--- config.mk ---
export PLATFORM = sky130hd
export DESIGN_NAME = seq_pattern_generator
export DESIGN_NICKNAME = d
export VERILOG_FILES = /design/src/rtl/seq_pattern_generator.sv
export SDC_FILE = /design/constraint.sdc
export NUM_CORES = 1
export LEC_CHECK = 0
export ABC_AREA = 1
export CAP_MARGIN = 20
export CORE_MARGIN = 4
export CORE_UTILIZATION = 29
export CTS_CLUSTER_DIAMETER = 100
export CTS_CLUSTER_SIZE = 10
export DETAILED_ROUTE_END_ITERATION = 7
export PLACE_DENSITY = 0.47
export REMOVE_ABC_BUFFERS = 1
export SLEW_MARGIN = 20
export SYNTH_ARGS = -nofsm -noshare
export SYNTH_HDL_FRONTEND = slang
export SYNTH_SLANG_ARGS = --single-unit
--- constraint.sdc ---
create_clock -name clk -period 5.3 [get_ports clk]
set_input_delay 0.795 -clock clk [delete_from_list [all_inputs] [get_ports clk]]
set_output_delay 0.795 -clock clk [all_outputs]
set_load 0.1 [all_outputs]
--- src/rtl/seq_pattern_generator.sv ---
// Serialises a PAT_W-bit pattern MSB-first, repeating it rep_cnt times with gap_cnt idle cycles between repeats.
// Define SEQ_GEN_OVERLAP_EN so that repeats after the first send only the low PAT_W-OVL bits.
module seq_pattern_generator #(
    parameter int PAT_W = 4,
    parameter int CNT_W = 8,
    parameter int OVL   = 2
) (
    input  logic             clk,
    input  logic             rst,
    input  logic             start,
    input  logic             abort,
    input  logic [PAT_W-1:0] pat_in,
    input  logic [CNT_W-1:0] rep_cnt,
    input  logic [CNT_W-1:0] gap_cnt,
    output logic             x_out,
    output logic             x_valid,
    output logic             busy,
    output logic             done
);

    localparam int IDX_W = $clog2(PAT_W);
`ifdef SEQ_GEN_OVERLAP_EN
    localparam int REP_TOP = PAT_W - 1 - OVL;
`else
    localparam int REP_TOP = PAT_W - 1;
`endif
    localparam logic [IDX_W-1:0] FIRST_IDX = IDX_W'(PAT_W - 1);
    localparam logic [IDX_W-1:0] NEXT_IDX  = IDX_W'(REP_TOP);

    if (PAT_W < 2 || OVL < 0 || OVL >= PAT_W) begin : g_bad_params
        $error("seq_pattern_generator: need PAT_W >= 2 and 0 <= OVL < PAT_W");
    end

    typedef enum logic [1:0] {IDLE, SHIFT, GAP, DONE} state_t;

    state_t           state_q, state_d;
    logic [PAT_W-1:0] pat_q, pat_d;
    logic [CNT_W-1:0] rem_q, rem_d;
    logic [CNT_W-1:0] gap_q, gap_d;
    logic [CNT_W-1:0] gcnt_q, gcnt_d;
    logic [IDX_W-1:0] idx_q, idx_d;
    logic             x_out_q, x_out_d;
    logic             x_valid_q, x_valid_d;
    logic             busy_q, busy_d;
    logic             done_q, done_d;
    logic [CNT_W-1:0] rem_m1;

    always_comb begin
        state_d   = state_q;
        pat_d     = pat_q;
        rem_d     = rem_q;
        gap_d     = gap_q;
        gcnt_d    = gcnt_q;
        idx_d     = idx_q;
        x_out_d   = 1'b0;
        x_valid_d = 1'b0;
        busy_d    = 1'b0;
        done_d    = 1'b0;
        rem_m1    = rem_q - 1'b1;

        case (state_q)
            IDLE: begin
                if (start && !abort) begin
                    pat_d = pat_in;
                    rem_d = rep_cnt;
                    gap_d = gap_cnt;
                    if (rep_cnt != '0) begin
                        state_d   = SHIFT;
                        idx_d     = FIRST_IDX;
                        x_out_d   = pat_in[PAT_W-1];
                        x_valid_d = 1'b1;
                        busy_d    = 1'b1;
                    end else begin
                        state_d = DONE;
                        done_d  = 1'b1;
                    end
                end
            end
            SHIFT: begin
                if (abort) begin
                    state_d = IDLE;
                    rem_d   = '0;
                    gcnt_d  = '0;
                end else if (idx_q != '0) begin
                    idx_d     = idx_q - 1'b1;
                    x_out_d   = pat_q[idx_q-1'b1];
                    x_valid_d = 1'b1;
                    busy_d    = 1'b1;
                end else begin
                    // Last bit of a repeat is on the line now: decide what follows it.
                    rem_d = rem_m1;
                    if (rem_m1 == '0) begin
                        state_d = DONE;
                        done_d  = 1'b1;
                    end else if (gap_q != '0) begin
                        state_d = GAP;
                        gcnt_d  = gap_q - 1'b1;
                        busy_d  = 1'b1;
                    end else begin
                        idx_d     = NEXT_IDX;
                        x_out_d   = pat_q[NEXT_IDX];
                        x_valid_d = 1'b1;
                        busy_d    = 1'b1;
                    end
                end
            end
            GAP: begin
                if (abort) begin
                    state_d = IDLE;
                    rem_d   = '0;
                    gcnt_d  = '0;
                end else if (gcnt_q == '0) begin
                    state_d   = SHIFT;
                    idx_d     = NEXT_IDX;
                    x_out_d   = pat_q[NEXT_IDX];
                    x_valid_d = 1'b1;
                    busy_d    = 1'b1;
                end else begin
                    gcnt_d = gcnt_q - 1'b1;
                    busy_d = 1'b1;
                end
            end
            DONE: begin
                state_d = IDLE;
            end
            default: state_d = IDLE;
        endcase
    end

    always_ff @(posedge clk or posedge rst) begin
        if (rst) begin
            state_q   <= IDLE;
            pat_q     <= '0;
            rem_q     <= '0;
            gap_q     <= '0;
            gcnt_q    <= '0;
            idx_q     <= '0;
            x_out_q   <= 1'b0;
            x_valid_q <= 1'b0;
            busy_q    <= 1'b0;
            done_q    <= 1'b0;
        end else begin
            state_q   <= state_d;
            pat_q     <= pat_d;
            rem_q     <= rem_d;
            gap_q     <= gap_d;
            gcnt_q    <= gcnt_d;
            idx_q     <= idx_d;
            x_out_q   <= x_out_d;
            x_valid_q <= x_valid_d;
            busy_q    <= busy_d;
            done_q    <= done_d;
        end
    end

    assign x_out   = x_out_q;
    assign x_valid = x_valid_q;
    assign busy    = busy_q;
    assign done    = done_q;

endmodule
==> out/results.tsv, run 1 <==
metric	value	unit
grt_pass1_vias	2069	
via_per_inst	4.62	
postLayoutCellArea	2860	µm²
reg2reg_to	busy$_DFF_PP0_	
hpwl	4400	µm
fillCellCount	839	
io_buffers	27	
async_reset_ff_share	100	%
grt_pass1_wl	9630	µm
rsz0062_at_grt	no	
fin_crit_sh	48.8	%
final_nets	388	
cp-start-kind	flop	
via_count	2118	
ioPinCount	28	
totalWireLength	5720	µm
seqCellArea	901	µm²
drv_slew	0	
die_width	98.2	µm
insertion_delay	0.29	ns
endpoint	x_out	
yosysMostFrequentCell	nand2_1	
htree_levels	2	
synth.yosys.seq_area_share	38.2	%
cp_num_buf_inv	1	
first_pass_iters	4	
crit_path_end_kind	output pin	
setup_tns	0	ns
reg2reg_depth	8	
fp.dieH	98.2	µm
power_density	574	nW/µm²
min_path_type	reg -> reg	
cts_root_buffer	clkbuf_8	
grt_max_degree	37	
path_class	reg -> out	
antenna_found_initial	0	
layout-drive-gt1-share	8.71	%
gp_congestion	0.820	
synth_ff_type	dfrtp_1	
critPathTopFamily	buffers and inverters	
max-slew-margin-rel	34.3	%
wire_per_inst	12.5	µm
instances_no_fill	458	
clock_skew	0.00575	ns
synth_area_leaders	dfrtp_1 38%, nand2_1 14%, inv_1 7.0%	
clock_sinks	36	
cp_max_fo	1	
syn_to_final_growth	21.2	%
ir_drop	192	µV
finish.utilization	36.6	%
multi_input_area	1270	µm²
placed_cells	450	
p_leak	1.32	nW
grt.overflow.total	0	
whs_path_depth	2	
yosysTopAreaCell	dfrtp_1	
setup_viol	0	
finalHoldViolations	0	
status	complete, no violations	
cts_hold_buf	0	
antenna_cells	0	
path_clk_slew	0.08	ns
ys_ff_latch	36	
synth_edf_count	0	
cts_tree	yes	
drc	0	
cts_resized	0	
critPathArrivalTime	1.79	ns
path_cells	clkdlybuf4s50_1	
core	7810	µm²
ys_top_cells_by_count	87 x nand2_1, 44 x inv_1, 36 x dfrtp_1	
syn_area_per_cell	7.31	µm²
path_depth	1	
tightestPinTransition	0.982	ns
synth_top_area_share	38.2	%
die_area	9640	µm²
grt_usage	12.3	%
final_antenna_net_count	0	
ys_types	30	
cts_buffer_depth	2	
initial_core_util	30.2	%
cts_made_buffers	5	
timing.rr.start	state_q[0]$_DFFE_PP0P_	
rrSetupSlack	3.26	ns
cp_slowest_stage_delay	1.14	ns
drt_iter0_markers	125	
critPathRequiredTime	4.51	ns
critPathSlowestCell	clkdlybuf4s50_1	
syn_inst	323	
period_minus_slack	2.58	ns
post_cts_buffers	0	
maxCapViolations	0	
clock.fmax	387	MHz
crit_start	x_out$_DFF_PP0_	
rows	32	
ys_warn_count	0	
dpl_cell_area	2750	µm²
synth_area	2360	µm²
## power by group
| group | total (mW) | switching, mW | internal, mW |
|---|---|---|---|
| registers | 0.499 | 0.104 | 0.395 |
| logic | 0.899 | 0.585 | 0.314 |
| clock network | 0.244 | 0.104 | 0.140 |
| total | 1.64 | 0.793 | 0.849 |
## layer usage
| metal | wire, µm | GRT usage [%] |
|---|---|---|
| met3 | 219 | 2.93 |
| met1 | 2850 | 16.1 |
| met2 | 2580 | 20.3 |
| met5 | 0 | 0 |
| met4 | 70 | 3.47 |
## stage by stage
step	setup WS (ns)	hold slack, ns	power, mW
final	2.72	0.474	1.64
after global routing	2.65	0.518	1.81
after CTS	2.69	0.479	1.66
after detailed placement	2.55	0.459	1.41
after global placement	2.22	0.465	1.41
after floorplan	3.21	0.442	1.19
## area by class of cell
cell class,instances,area share [%]
multi-input combinational,238,44.5
tap,102,4.46
timing repair buffer,28,9.71
inverter,46,6.04
clock buffer,6,2.54
clock inverter,2,1.22
sequential,36,31.5
## registers in the layout, summed over array words and instances, names as in the netlist
register and cells:
busy 1, pat_q 4, done 1, rem_q 8, gap_q 8, x_valid 1
gcnt_q 8, state_q 2, x_out 1, idx_q 2
## placed cells by master (no fill, tap or decap), drive strengths merged
cell type,netlist,routed
xor2,4,4
o21ai,29,29
o22ai,6,6
clkdlybuf4s50,0,27
nor4,1,1
clkinv,0,1
o21a,1,1
o21bai,1,1
a21oi,10,10
nand3,30,30
xnor2,2,2
ha,9,9
bufinv,0,1
dfrtp,36,36
nand4,7,7
clkbuf,2,6
inv,46,46
nor2,37,37
nand2,91,91
a31o,1,1
buf,1,1
nor3,4,4
a31oi,5,5
## worst min-delay path by stage
stage	slack, ns	end	startpoint
2_1_floorplan	0.44	pat_q[0]$_DFFE_PP0P_	pat_q[0]$_DFFE_PP0P_
5_1_grt	0.52	pat_q[2]$_DFFE_PP0P_	pat_q[2]$_DFFE_PP0P_
6_report	0.47	idx_q[1]$_DFFE_PP0P_	idx_q[1]$_DFFE_PP0P_
4_1_cts	0.48	pat_q[1]$_DFFE_PP0P_	pat_q[1]$_DFFE_PP0P_
3_5_place_dp	0.46	pat_q[1]$_DFFE_PP0P_	pat_q[1]$_DFFE_PP0P_
3_3_place_gp	0.46	pat_q[0]$_DFFE_PP0P_	pat_q[0]$_DFFE_PP0P_
## cells by family (layout without fill, tap and decap cells)
logic type / count (synthesis) / count (layout) / share of synthesized area (%)
flops: 36 / 36 / 38.2
compound gates: 53 / 53 / 12.4
simple gates: 170 / 170 / 34.5
xor+xnor: 6 / 6 / 2.23
fa+ha+maj: 9 / 9 / 4.77
buf+inv: 49 / 82 / 7.95
(Power assumes the default switching activity.)
==> run 2, diff against run 1 <==
==> constraint.sdc (replaced) <==
create_clock -name clk -period 2.6 [get_ports clk]
set_input_delay 0.39 -clock clk [delete_from_list [all_inputs] [get_ports clk]]
set_output_delay 0.39 -clock clk [all_outputs]
set_load 0.1 [all_outputs]
==> out/results.tsv, run 2 (synthesis results as in run 1) <==
metric	value	unit	change
status	complete, no violations		unchanged
grt_pass1_wl	9920	µm	was 9630 µm
antenna_found_initial	0		unchanged
gp_congestion	0.899		was 0.820
fin_crit_sh	76.3	%	
hpwl	4410	µm	was 4400 µm
post_cts_buffers	0		unchanged
syn_to_final_growth	21.3	%	was 21.2%
final_nets	390		was 388
busiest_layer	met2		unchanged
drc	0		unchanged
cts_tree	yes		unchanged
period_minus_slack	1.99	ns	
tightestPinTransition	0.564	ns	was 0.982 ns
rsz0062_at_grt	no		unchanged
grt_use_met2	20.0	%	was 20.3%
instances_no_fill	460		was 458
use_met3	2.43	%	was 2.93%
via_count	2067		was 2118
die_area	9640	µm²	unchanged
core	7810	µm²	unchanged
setup_viol	0		unchanged
cts_made_buffers	5		unchanged
drt_iter0_markers	105		was 125
totalWireLength	5660	µm	was 5720 µm
finish.utilization	36.7	%	was 36.6%
grt_max_degree	37		unchanged
critPathRequiredTime	2.78	ns	was 4.51 ns
setup_tns	0	ns	unchanged
crit_path_end_kind	flop		was output pin
p_leak	1.34	nW	was 1.32 nW
cts_buffer_depth	2		unchanged
seqCellArea	901	µm²	unchanged
initial_core_util	30.2	%	unchanged
critPathArrivalTime	2.17	ns	was 1.79 ns
fp.dieH	98.2	µm	unchanged
reg.largest.list	gap_q: 8 flops, gcnt_q: 8 flops, rem_q: 8 flops		unchanged
path_class	reg -> reg		was reg -> out
mostFrequentLayoutCell	nand2_1		unchanged
drv_slew	0		unchanged
cts_hold_buf	0		unchanged
cp_max_fo	6		was 1
htree_levels	2		unchanged
grt.overflow.total	0		unchanged
final_antenna_net_count	0		unchanged
clock.fmax	504	MHz	
met1_usage	17.0	%	was 16.1%
ioPinCount	28		unchanged
cp-start-kind	flop		unchanged
multi_input_area	1270	µm²	about the same
first_pass_iters	4		unchanged
layout_common_cells	87 x nand2_1, 44 x inv_1, 36 x dfrtp_1		unchanged
insertion_delay	0.29	ns	about the same
cts_root_buffer	clkbuf_8		unchanged
ir_drop	334	µV	was 192 µV
clock_sinks	36		unchanged
finalHoldViolations	0		unchanged
io_buffers	27		unchanged
antenna_cells	0		unchanged
min_path_type	reg -> reg		unchanged
path_clk_slew	0.07	ns	was 0.08 ns
clock_skew	0.00718	ns	was 0.00575 ns
layout-drive-gt1-share	10.1	%	was 8.71%
via_per_inst	4.49		was 4.62
placed_cells	452		was 450
wire_per_inst	12.3	µm	was 12.5 µm
die_width	98.2	µm	unchanged
grt_usage	12.5	%	was 12.3%
max-slew-margin-rel	62.3	%	was 34.3%
rows	32		unchanged
grt_pass1_vias	2076		was 2069
fillCellCount	841		was 839
cts_resized	0		unchanged
power_density	1170	nW/µm²	was 574 nW/µm²
maxCapViolations	0		unchanged
-- run 2: cell types whose count changed in the layout (fill, tap and decap cells not counted), sizes merged --
cell	before	now
clkdlybuf4s50	27	23
buf	1	7
-- run 2: cell type report --
cell class / instances / share of cell area (%)
Multi-Input combinational cell: 238 / 44.4
Sequential cell: 36 / 31.5
Timing Repair Buffer: 30 / 9.88
Inverter: 46 / 6.03
Tap cell: 102 / 4.46
Clock buffer: 6 / 2.53
Clock inverter: 2 / 1.22
-- run 2: worst paths after layout --
kind	from	end	slack, ns	cells after the start
min in group asynchronous	rst	gap_q[0]$_DFFE_PP0P_	0.52	3
max in group asynchronous	rst	state_q[0]$_DFFE_PP0P_	1.75	3
setup / recovery	rem_q[0]$_DFFE_PP0P_	x_valid$_DFF_PP0_	0.61	12
hold / removal	pat_q[0]$_DFFE_PP0P_	pat_q[0]$_DFFE_PP0P_	0.47	2
hold reg to reg	pat_q[0]$_DFFE_PP0P_	pat_q[0]$_DFFE_PP0P_	0.47	2
setup reg to reg	rem_q[0]$_DFFE_PP0P_	x_valid$_DFF_PP0_	0.61	12
-- run 2: worst max-delay path: stages (launching register included) --
cell and delay [ns]:
dfrtp_1 0.38, inv_1 0.13, ha_1 0.27, inv_1 0.06
nor2_1 0.06, nor2_1 0.21, nand3_2 0.13, nor2_4 0.14
nand3_2 0.13, nand2_2 0.11, nand2_1 0.09, o21ai_1 0.13
inv_1 0.05
-- run 2: through the flow --
stage / cell area [µm²] / total power [mW] / hold WS [ns] / setup WS (ns)
final: 2860 / 3.35 / 0.475 / 0.615
after global routing: 2860 / 3.69 / 0.509 / 0.447
after CTS: 2860 / 3.38 / 0.482 / 0.623
after detailed placement: 2760 / 2.87 / 0.461 / 0.404
after global placement: 2760 / 2.88 / 0.459 / 0.431
after floorplan: 2340 / 2.43 / 0.442 / 0.670
-- run 2: metal layers --
metal  share of wire [%]  up-vias
li1                    -     1120
met5                   0        -
met4                0.71        0
met3                 3.7        2
met2                  45       29
met1                  51      916
-- run 2: power by group --
group          internal [mW]  leakage [nW]  switching, mW  total (mW)
Clock                  0.285        0.0552          0.206       0.491
Sequential             0.805         0.452          0.204        1.01
Combinational          0.645         0.834           1.20        1.85
